$ cat config.mk
export PLATFORM = sky130hd
export DESIGN_NAME = calc_req_driver_flat
export DESIGN_NICKNAME = d
export VERILOG_FILES = /design/src/rtl/calc_req_driver_if.sv /design/src/rtl/calc_req_driver.sv /design/src/flat_wrapper.sv
export SDC_FILE = /design/constraint.sdc
export NUM_CORES = 1
export LEC_CHECK = 0
export ABC_AREA = 1
export CAP_MARGIN = 10
export CORE_ASPECT_RATIO = 1.1
export CORE_MARGIN = 4
export CORE_UTILIZATION = 39
export DETAILED_ROUTE_END_ITERATION = 10
export PLACE_DENSITY = 0.74
export REMOVE_ABC_BUFFERS = 1
export SYNTH_ARGS = -nofsm -noshare
export SYNTH_HDL_FRONTEND = slang
export SYNTH_SLANG_ARGS = --single-unit
export TNS_END_PERCENT = 20
$ cat constraint.sdc
create_clock -name c_clk -period 2 [get_ports c_clk]
set_clock_uncertainty 0.1 [all_clocks]
set_input_delay 0.4 -clock c_clk [delete_from_list [all_inputs] [get_ports c_clk]]
set_output_delay 0.4 -clock c_clk [all_outputs]
set_load 0.02 [all_outputs]
$ cat src/rtl/calc_req_driver_if.sv
// Host handshake, calculator request port and status signals for one calc_req_driver.
// The driver takes the master modport; the host/calculator side takes the slave modport.
interface calc_req_driver_if;
  logic        cmd_valid;
  logic        cmd_ready;
  logic [0:3]  cmd_op;
  logic [0:31] cmd_op1;
  logic [0:31] cmd_op2;
  logic [0:3]  req_cmd_out;
  logic [0:31] req_data_out;
  logic [0:1]  out_resp;
  logic [0:31] out_data;
  logic        rsp_valid;
  logic        rsp_ready;
  logic [0:1]  rsp_resp;
  logic [0:31] rsp_data;
  logic        proto_err;
  logic        timeout;

  modport master (
    input  cmd_valid, cmd_op, cmd_op1, cmd_op2, out_resp, out_data, rsp_ready,
    output cmd_ready, req_cmd_out, req_data_out, rsp_valid, rsp_resp, rsp_data,
           proto_err, timeout
  );

  modport slave (
    output cmd_valid, cmd_op, cmd_op1, cmd_op2, out_resp, out_data, rsp_ready,
    input  cmd_ready, req_cmd_out, req_data_out, rsp_valid, rsp_resp, rsp_data,
           proto_err, timeout
  );
endinterface

$ cat src/rtl/calc_req_driver.sv
// CALC1 request-port driver: serialises one host operation onto the port and holds the result.
// Optional WAIT timeout abort is built when CALC_REQ_TIMEOUT_EN is defined.
//
// state | meaning
// IDLE  | cmd_ready high, waiting for a host operation
// SEND1 | port carries command and operand 1
// SEND2 | port carries command 0 and operand 2
// WAIT  | port idle, waiting for a non-zero out_resp
// DONE  | result held with rsp_valid until rsp_ready
module calc_req_driver #(
  parameter int unsigned TIMEOUT = 64
) (
  input  logic c_clk,
  input  logic reset_n,
  calc_req_driver_if.master bus
);

  typedef enum logic [2:0] {
    ST_IDLE,
    ST_SEND1,
    ST_SEND2,
    ST_WAIT,
    ST_DONE
  } state_t;

  if (TIMEOUT < 2 || TIMEOUT > 255) begin : g_bad_timeout
    $error("calc_req_driver: TIMEOUT must be within 2..255");
  end

  state_t      state, state_nxt;
  logic [0:31] op2_q, op2_nxt;
  logic [0:3]  req_cmd_q, req_cmd_nxt;
  logic [0:31] req_data_q, req_data_nxt;
  logic        cmd_ready_q, cmd_ready_nxt;
  logic        rsp_valid_q, rsp_valid_nxt;
  logic [0:1]  rsp_resp_q, rsp_resp_nxt;
  logic [0:31] rsp_data_q, rsp_data_nxt;
  logic        proto_err_q, proto_err_nxt;
  logic        resp_seen;

`ifdef CALC_REQ_TIMEOUT_EN
  localparam logic [7:0] TIMEOUT_TC = 8'(TIMEOUT);
  logic [7:0] wait_cnt_q, wait_cnt_nxt, wait_cnt_inc;
  logic       timeout_q, timeout_nxt;
`endif

  assign resp_seen = (bus.out_resp != 2'b00);

  always_ff @(posedge c_clk or negedge reset_n) begin
    if (!reset_n) begin
      state       <= ST_IDLE;
      op2_q       <= '0;
      req_cmd_q   <= '0;
      req_data_q  <= '0;
      cmd_ready_q <= 1'b1;
      rsp_valid_q <= 1'b0;
      rsp_resp_q  <= '0;
      rsp_data_q  <= '0;
      proto_err_q <= 1'b0;
`ifdef CALC_REQ_TIMEOUT_EN
      wait_cnt_q  <= '0;
      timeout_q   <= 1'b0;
`endif
    end else begin
      state       <= state_nxt;
      op2_q       <= op2_nxt;
      req_cmd_q   <= req_cmd_nxt;
      req_data_q  <= req_data_nxt;
      cmd_ready_q <= cmd_ready_nxt;
      rsp_valid_q <= rsp_valid_nxt;
      rsp_resp_q  <= rsp_resp_nxt;
      rsp_data_q  <= rsp_data_nxt;
      proto_err_q <= proto_err_nxt;
`ifdef CALC_REQ_TIMEOUT_EN
      wait_cnt_q  <= wait_cnt_nxt;
      timeout_q   <= timeout_nxt;
`endif
    end
  end

`ifdef CALC_REQ_TIMEOUT_EN
  assign wait_cnt_inc = wait_cnt_q + 8'd1;
`endif

  // Port and host outputs are registered, so every output value is computed
  // here from the state being entered rather than the current one.
  always_comb begin
    state_nxt     = state;
    op2_nxt       = op2_q;
    req_cmd_nxt   = '0;
    req_data_nxt  = '0;
    rsp_resp_nxt  = rsp_resp_q;
    rsp_data_nxt  = rsp_data_q;
    proto_err_nxt = proto_err_q | ((state != ST_WAIT) && resp_seen);
`ifdef CALC_REQ_TIMEOUT_EN
    wait_cnt_nxt  = wait_cnt_q;
    timeout_nxt   = 1'b0;
`endif

    case (state)
      ST_IDLE: begin
        if (bus.cmd_valid) begin
          op2_nxt = bus.cmd_op2;
          if (bus.cmd_op != 4'd0) begin
            state_nxt    = ST_SEND1;
            req_cmd_nxt  = bus.cmd_op;
            req_data_nxt = bus.cmd_op1;
          end else begin
            state_nxt    = ST_DONE;
            rsp_resp_nxt = 2'b00;
            rsp_data_nxt = '0;
          end
        end
      end

      ST_SEND1: begin
        state_nxt    = ST_SEND2;
        req_data_nxt = op2_q;
      end

      ST_SEND2: begin
        state_nxt = ST_WAIT;
`ifdef CALC_REQ_TIMEOUT_EN
        wait_cnt_nxt = '0;
`endif
      end

      ST_WAIT: begin
        // A response on the terminal-count edge takes priority over the abort.
        if (resp_seen) begin
          state_nxt    = ST_DONE;
          rsp_resp_nxt = bus.out_resp;
          rsp_data_nxt = bus.out_data;
        end
`ifdef CALC_REQ_TIMEOUT_EN
        else if (wait_cnt_inc == TIMEOUT_TC) begin
          state_nxt    = ST_DONE;
          rsp_resp_nxt = 2'b00;
          rsp_data_nxt = '0;
          timeout_nxt  = 1'b1;
          wait_cnt_nxt = wait_cnt_inc;
        end else begin
          wait_cnt_nxt = wait_cnt_inc;
        end
`endif
      end

      ST_DONE: begin
        if (bus.rsp_ready) begin
          state_nxt = ST_IDLE;
        end
      end

      default: begin
        state_nxt = ST_IDLE;
      end
    endcase

    cmd_ready_nxt = (state_nxt == ST_IDLE);
    rsp_valid_nxt = (state_nxt == ST_DONE);
  end

  assign bus.cmd_ready    = cmd_ready_q;
  assign bus.req_cmd_out  = req_cmd_q;
  assign bus.req_data_out = req_data_q;
  assign bus.rsp_valid    = rsp_valid_q;
  assign bus.rsp_resp     = rsp_resp_q;
  assign bus.rsp_data     = rsp_data_q;
  assign bus.proto_err    = proto_err_q;

`ifdef CALC_REQ_TIMEOUT_EN
  assign bus.timeout = timeout_q;
`else
  assign bus.timeout = 1'b0;
`endif

endmodule

$ cat src/flat_wrapper.sv
// flat-port wrapper written by rule: the top's interface ports become plain ports
module calc_req_driver_flat 
#(
  parameter int unsigned TIMEOUT = 64
)
  (c_clk, reset_n, bus_cmd_valid, bus_cmd_op, bus_cmd_op1, bus_cmd_op2, bus_out_resp, bus_out_data, bus_rsp_ready, bus_cmd_ready, bus_req_cmd_out, bus_req_data_out, bus_rsp_valid, bus_rsp_resp, bus_rsp_data, bus_proto_err, bus_timeout);
  calc_req_driver_if bus_i ();
  input  logic c_clk;
  input  logic reset_n;
  input wire logic [$bits(bus_i.cmd_valid)-1:0] bus_cmd_valid;
  input wire logic [$bits(bus_i.cmd_op)-1:0] bus_cmd_op;
  input wire logic [$bits(bus_i.cmd_op1)-1:0] bus_cmd_op1;
  input wire logic [$bits(bus_i.cmd_op2)-1:0] bus_cmd_op2;
  input wire logic [$bits(bus_i.out_resp)-1:0] bus_out_resp;
  input wire logic [$bits(bus_i.out_data)-1:0] bus_out_data;
  input wire logic [$bits(bus_i.rsp_ready)-1:0] bus_rsp_ready;
  output wire logic [$bits(bus_i.cmd_ready)-1:0] bus_cmd_ready;
  output wire logic [$bits(bus_i.req_cmd_out)-1:0] bus_req_cmd_out;
  output wire logic [$bits(bus_i.req_data_out)-1:0] bus_req_data_out;
  output wire logic [$bits(bus_i.rsp_valid)-1:0] bus_rsp_valid;
  output wire logic [$bits(bus_i.rsp_resp)-1:0] bus_rsp_resp;
  output wire logic [$bits(bus_i.rsp_data)-1:0] bus_rsp_data;
  output wire logic [$bits(bus_i.proto_err)-1:0] bus_proto_err;
  output wire logic [$bits(bus_i.timeout)-1:0] bus_timeout;
  assign bus_i.cmd_valid = bus_cmd_valid;
  assign bus_i.cmd_op = bus_cmd_op;
  assign bus_i.cmd_op1 = bus_cmd_op1;
  assign bus_i.cmd_op2 = bus_cmd_op2;
  assign bus_i.out_resp = bus_out_resp;
  assign bus_i.out_data = bus_out_data;
  assign bus_i.rsp_ready = bus_rsp_ready;
  assign bus_cmd_ready = bus_i.cmd_ready;
  assign bus_req_cmd_out = bus_i.req_cmd_out;
  assign bus_req_data_out = bus_i.req_data_out;
  assign bus_rsp_valid = bus_i.rsp_valid;
  assign bus_rsp_resp = bus_i.rsp_resp;
  assign bus_rsp_data = bus_i.rsp_data;
  assign bus_proto_err = bus_i.proto_err;
  assign bus_timeout = bus_i.timeout;
  calc_req_driver #(.TIMEOUT(TIMEOUT)) u_core (.c_clk(c_clk), .reset_n(reset_n), .bus(bus_i));
endmodule
==> qor.tcl, run 1 <==
set qor(yosysUniqueCellTypes) 18
set qor(post_synth_main_area_contributors) {sky130_fd_sc_hd__dfrtp_1, sky130_fd_sc_hd__nand2_1, sky130_fd_sc_hd__inv_1, sky130_fd_sc_hd__nand3b_1, sky130_fd_sc_hd__o22ai_1}
set qor(type_of_the_setup_path_with_the_least_slack) {reg -> out}
set qor(grt_start_max_net_pins) 109
set qor(slew_headroom_pct) 60.5
set qor(critical_path.max_stage_delay_ns) 0.60
set qor(setup_ws_ns) 0.0595
set qor(drv.max_cap_violation_count) 0
set qor(average_wire_per_standard_cell_microns) 14.5
set qor(result_of_the_run) {complete, no violations}
set qor(yosys_warnings) 0
set qor(commonest_cells_after_routing_fill_and_taps_aside) {sky130_fd_sc_hd__clkdlybuf4s50_1, sky130_fd_sc_hd__nand2_1, sky130_fd_sc_hd__dfrtp_1}
set qor(cp_cell_sequence) {clkdlybuf4s50_1}
set qor(drt_iter0_drc) 197
set qor(synth-seq-cells) 108
set qor(cts_hold_repair.buffers) 0
set qor(vias) 3774
set qor(area_delta_synth_final_pct) 51.5
set qor(power.share.combinational_pct) 44.8
set qor(worst_r2r_endpoint) {u_core.bus.rsp_data[29]}
set qor(multiInputGateArea_sq_um) 1290
set qor(power_per_cell_area_nw_per_um2) 1380
set qor(boundaryPins) 180
set qor(setup_violations) 0
set qor(grt_setup_unrepaired) {no}
set qor(power_switching_mw) 3.45
set qor(antenna_found_initial) 0
set qor(tightest_slew_ns) 0.593
set qor(drt_drc_violations_left) 0
set qor(synth.top_cell.area_share_pct) 60.9
set qor(tritoncts_num_sinks) 108
set qor(crit_buf_inv) 1
set qor(floorplan.initialDensity_pct) 40.1
set qor(r2r_setup_slack_ns) 0.45
set qor(finalHoldWorstSlack_ns) 0.00514
set qor(maximum_count_of_clock_buffers_along_a_single_path) 2
set qor(worst-path-max-fanout) 1
set qor(avgViaCountPerCell) 4.71
set qor(ant_nets) 0
set qor(cts-resized-gates) 0
set qor(layout-drive-gt1-share_pct) 5.05
set qor(crit-reg2reg-launch) {u_core.state[2]}
set qor(placement.io_buffers) 178
set qor(setup.worst_path.end_class) {output pin}
set qor(regArea_sq_um) 2700
set qor(synthesis.area_sq_um) 4400
set qor(fin_crit_ns) 1.94
set qor(wl_microns) 11600
set qor(synth_area_leader_cell) {sky130_fd_sc_hd__dfrtp_1}
set qor(gp_routability_congestion) 0.776
set qor(seq_power_share_pct) 36.2
set qor(track_usage_pct) 17.5
set qor(first_global_vias) 3715
set qor(cpMaxStageDelayCell) {sky130_fd_sc_hd__clkdlybuf4s50_1}
set qor(nFillCells) 899
set qor(die_width_microns) 109
set qor(preCtsSetupSlack_ns) 0.138
set qor(dp_hpwl_microns) 8140
set qor(die-area_sq_um) 13000
set qor(num_antenna_cells) 0
set qor(clk_latency_ns) 0.33
set qor(maxClockFrequency_ghz) 0.515
set qor(cts.root.buffer_cell) {sky130_fd_sc_hd__clkbuf_16}
set qor(critPathArrivalTime_ns) 1.44
set qor(most_frequent_standard_cell_in_the_layout_excluding_fill_and_tap_cells) {sky130_fd_sc_hd__clkdlybuf4s50_1}
set qor(number_of_endpoints_with_negative_hold_slack_in_the_final_report) 0
set qor(grt_first_pass_wirelength_microns) 18100
set qor(layout.nets) 755
set qor(crit_family) {buffers and inverters}
set qor(finalMaxSlewViolations) 0
set qor(power.internal_mw) 5.78
set qor(syn-instance-count) 476
set qor(avgSynthCellArea_sq_um) 9.24
set qor(placeableCoreArea_sq_um) 11000
set qor(fp.dieH_microns) 119
set qor(required_time_of_the_worst_setup_path_ns) 1.50
set qor(detailedRoute.firstPassIterationCount) 7
set qor(portion_of_the_post_synthesis_area_used_by_sequential_elements_pct) 61.5
set qor(tritoncts) {done}
set qor(h_tree_depth) 3
set qor(rows) 40
set qor(hp-class) {in -> async}
set qor(ff2ff_path_depth) 7
set qor(worst_setup_path_start_kind) {flop}
set qor(worst_ir_drop_on_vdd_uv) 655
set qor(power.share.clock_pct) 19.0
set qor(numCtsBuffers) 9
set qor(gr-total-overflow) 0
set qor(totalPowerFinal_mw) 9.23
set qor(switching_share_pct) 37.4
set qor(leakage_nw) 3.19
set qor(clkTransAtPathRegs_ns) 0.07
set qor(min_period_over_period_pct) 97.0
set qor(cts_setup_buffers) 0
[cells in the mapped netlist]
| library cell | n |
|---|---|
| sky130_fd_sc_hd__nand3b_1 | 32 |
| sky130_fd_sc_hd__nor2_1 | 14 |
| sky130_fd_sc_hd__nor2_4 | 1 |
| sky130_fd_sc_hd__o22ai_1 | 32 |
| sky130_fd_sc_hd__nand3_2 | 1 |
| sky130_fd_sc_hd__dfrtp_1 | 107 |
| sky130_fd_sc_hd__nand3_1 | 3 |
| sky130_fd_sc_hd__o21bai_1 | 1 |
| sky130_fd_sc_hd__o21ai_1 | 30 |
| sky130_fd_sc_hd__inv_2 | 2 |
| sky130_fd_sc_hd__buf_4 | 5 |
| sky130_fd_sc_hd__o21ai_0 | 3 |
| sky130_fd_sc_hd__nand2_1 | 152 |
| sky130_fd_sc_hd__buf_2 | 21 |
| sky130_fd_sc_hd__dfstp_2 | 1 |
| sky130_fd_sc_hd__nand2_2 | 2 |
| sky130_fd_sc_hd__inv_1 | 68 |
| sky130_fd_sc_hd__conb_1 | 1 |
[how the worst max path moves through the flow]
stage                                  end  depth (start not counted)  slack (ns)                  from
finish                       bus_cmd_ready                          1        0.06  u_core.bus.cmd_ready
detailed placement         u_core.op2_q[7]                          6        0.14         bus_cmd_valid
CTS                          bus_cmd_ready                          1        0.03  u_core.bus.cmd_ready
global route                 bus_cmd_ready                          1        0.02  u_core.bus.cmd_ready
global placement    u_core.bus.rsp_data[5]                          8        0.17       bus_out_resp[1]
floorplan           u_core.bus.rsp_data[0]                          7       -0.13       u_core.state[0]
[per-stage QoR]
step                      util [%]  instances  area (sq um)  TNS [ns]
after floorplan                  -        450          4260     -4.43
after global placement        58.1        785          6370         0
after detailed placement      58.1        785          6370         0
after CTS                     60.8        801          6660         0
after global routing          60.8        801          6660         0
final                         60.8        801          6660         0
[power groups by stage]
stage / Clock [mW] / Combinational (mW) / Sequential, mW
after floorplan: 0 / 1.46 / 3.97
after global placement: 0 / 4.06 / 3.35
after detailed placement: 0 / 4.14 / 3.38
after CTS: 1.82 / 4.17 / 3.35
after global routing: 1.90 / 4.50 / 3.44
final: 1.76 / 4.13 / 3.34
[registers in the layout (all words and copies together) (netlist names)]
name	flops
u_core.bus.rsp_valid	1
u_core.bus.cmd_ready	1
u_core.bus.rsp_resp	2
u_core.bus.proto_err	1
u_core.op2_q	32
u_core.state	3
u_core.bus.rsp_data	32
u_core.bus.req_data_out	32
u_core.bus.req_cmd_out	4
[routing by layer]
metal	track usage, %	vias up	routed length (microns)
li1	-	1832	-
met2	27.2	187	5020
met1	22.8	1740	4980
met4	6.31	0	203
met3	5.91	15	1380
met5	0	-	0
[layout make-up]
type                       instances  share of cell area, %
clock inverter                     5                  0.789
inverter                          70                   3.94
tap                              147                   2.76
multi-input combinational        272                   19.3
sequential                       108                   40.6
clock buffer                      11                   3.64
timing repair buffer             188                   29.0
[cells by family (layout without fill, tap and decap cells)]
group,count (synthesis),after routing,share of synthesized area [%]
and+or+nand+nor,205,205,20.7
DFF,108,108,61.5
buffers and inverters,96,274,9.22
AOI/OAI and AO/OA,66,66,8.48
other,1,1,0.0853
Power figures use the tool's default switching activity.
==> run 2, diff against run 1 <==
CELL_PAD_IN_SITES_DETAIL_PLACEMENT = 0   (was unset)
CELL_PAD_IN_SITES_GLOBAL_PLACEMENT = 1   (was unset)
CORE_MARGIN = 10   (was 4)
CORE_UTILIZATION = 34   (was 39)
PLACE_DENSITY = unset   (was 0.74)
PLACE_DENSITY_LB_ADDON = 0.1   (was unset)
clock period = 2.38 ns   (was 2 ns; I/O delays follow)
==> run 2 against run 1 <==
Critical path depth did not move. Global-route usage fell by 3.3 points. Sequential power fell by 16%. Register-to-register slack improved by 0.30 ns. Critical path type unchanged. Largest power group unchanged. Highest routed layer unchanged.
==> qor.tcl, run 2 (synthesis results as in run 1) <==
set qor(result_of_the_run) {complete, no violations}
set qor(worst-path-max-fanout) 1
set qor(clk_latency_ns) 0.34
set qor(path_depth) 1
set qor(crit_family) {buffers and inverters}
set qor(area_delta_synth_final_pct) 51.6
set qor(cp_cell_sequence) {clkdlybuf4s50_1}
set qor(drt_drc_violations_left) 0
set qor(placement.cell_area_sq_um) 6350
set qor(commonest_cells_after_routing_fill_and_taps_aside) {sky130_fd_sc_hd__clkdlybuf4s50_1, sky130_fd_sc_hd__nand2_1, sky130_fd_sc_hd__dfrtp_1}
set qor(multiInputGateArea_sq_um) 1290
set qor(tritoncts_num_sinks) 108
set qor(rows) 43
set qor(finalMaxSlewViolations) 0
set qor(number_of_endpoints_with_negative_hold_slack_in_the_final_report) 0
set qor(maxClockFrequency_ghz) 0.490
set qor(detailedRoute.firstPassIterationCount) 4
set qor(cts.root.buffer_cell) {sky130_fd_sc_hd__clkbuf_16}
set qor(cts_setup_buffers) 0
set qor(gr-total-overflow) 0
set qor(design_area_sq_um) 6670
set qor(crit_buf_inv) 1
set qor(antenna_found_initial) 0
set qor(nFillCells) 1226
set qor(totalPowerFinal_mw) 7.80
set qor(drv.max_cap_violation_count) 0
set qor(setup.worst_path.end_class) {output pin}
set qor(placeableCoreArea_sq_um) 12600
set qor(gp_routability_congestion) 0.731
set qor(min_period_over_period_pct) 85.8
set qor(cts_hold_repair.buffers) 0
set qor(worst_ir_drop_on_vdd_uv) 566
set qor(avgViaCountPerCell) 4.52
set qor(slew_headroom_pct) 59.2
set qor(regArea_sq_um) 2700
set qor(layout.core_utilization_pct) 52.7
set qor(boundaryPins) 180
set qor(ant_nets) 0
set qor(tritoncts) {done}
set qor(critPathArrivalTime_ns) 1.47
set qor(clkTransAtPathRegs_ns) 0.07
set qor(floorplan.initialDensity_pct) 34.8
set qor(numCtsBuffers) 9
set qor(setup_violations) 0
set qor(grt_start_max_net_pins) 109
set qor(fin_tns_setup_ns) 0
set qor(setup_ws_ns) 0.338
set qor(fp.dieH_microns) 139
set qor(required_time_of_the_worst_setup_path_ns) 1.80
set qor(preCtsSetupSlack_ns) 0.330
set qor(vias) 3665
set qor(die_width_microns) 128
set qor(h_tree_depth) 3
set qor(hp-class) {in -> async}
set qor(worst_setup_path_start_kind) {flop}
set qor(grt_setup_unrepaired) {no}
set qor(wl_microns) 12700
set qor(num_antenna_cells) 0
set qor(placement.io_buffers) 178
set qor(dp_hpwl_microns) 8870
set qor(track_usage_pct) 14.2
set qor(r2r_setup_slack_ns) 0.75
set qor(fin_crit_ns) 2.04
set qor(grt_first_pass_wirelength_microns) 20700
set qor(layout.nets) 754
set qor(cpMaxStageDelayCell) {sky130_fd_sc_hd__clkdlybuf4s50_1}
set qor(cts-resized-gates) 0
set qor(ff2ff_path_depth) 6
set qor(maximum_count_of_clock_buffers_along_a_single_path) 2
set qor(leakage_nw) 3.18
set qor(type_of_the_setup_path_with_the_least_slack) {reg -> out}
set qor(drt_iter0_drc) 265
set qor(layout-drive-gt1-share_pct) 4.90
set qor(critical_path.max_stage_delay_ns) 0.61
set qor(average_wire_per_standard_cell_microns) 15.7
set qor(most_frequent_standard_cell_in_the_layout_excluding_fill_and_tap_cells) {sky130_fd_sc_hd__clkdlybuf4s50_1}
set qor(die-area_sq_um) 17900
set qor(first_global_vias) 3816
set qor(tightest_slew_ns) 0.611
set qor(power_per_cell_area_nw_per_um2) 1170
[run 2: cell count changes in the layout (fill, tap and decap cells not counted), sizes merged]
cell,before,now
buf,11,10
clkbuf,11,10
clkinvlp,1,2
bufinv,1,2
clkinv,3,2
[run 2: final timing paths]
path                                               to                    start
setup / recovery                        bus_cmd_ready     u_core.bus.cmd_ready
hold / removal                 u_core.bus.rsp_data[5]                  reset_n
hold reg to reg               u_core.bus.rsp_data[15]  u_core.bus.rsp_data[15]
setup reg to reg              u_core.bus.rsp_data[10]          u_core.state[2]
min in group c_clk            u_core.bus.rsp_data[15]  u_core.bus.rsp_data[15]
max in group asynchronous  u_core.bus.req_data_out[3]                  reset_n
[run 2: per-layer routing]
| layer | track usage, % | wire length, microns |
|---|---|---|
| met5 | 0 | 0 |
| met4 | 4.45 | 166 |
| met3 | 6.19 | 1470 |
| met2 | 22.4 | 5910 |
| met1 | 17.1 | 5180 |
[run 2: power by group]
part | internal (mW) | leakage (nW) | total [mW] | switching (mW)
registers | 2.54 | 1.41 | 2.79 | 0.252
clock network | 0.923 | 0.149 | 1.59 | 0.666
logic | 1.42 | 1.62 | 3.42 | 2.00
total | 4.88 | 3.18 | 7.80 | 2.92
[run 2: final cells by class]
type                       instances  share of cell area, %
clock buffer                      10                   3.43
timing repair buffer             187                   28.5
sequential                       108                   40.6
tap                              157                   2.95
clock inverter                     6                   1.33
multi-input combinational        272                   19.3
inverter                          70                   3.94
[run 2: metrics by stage]
| step | hold slack, ns | instances |
|---|---|---|
| 3_3_place_gp | 0.353 | 794 |
| 5_1_grt | 0.139 | 810 |
| 4_1_cts | 0.139 | 810 |
| 6_report | 0.0566 | 810 |
| 2_1_floorplan | 0.0804 | 450 |
| 3_5_place_dp | 0.357 | 794 |
==> run 3, diff against run 2 <==
ABC_CLOCK_PERIOD_IN_PS = 2380   (was unset)
==> results of run 3 <==
Final layout, timing and power as in run 2 (identical DEF).
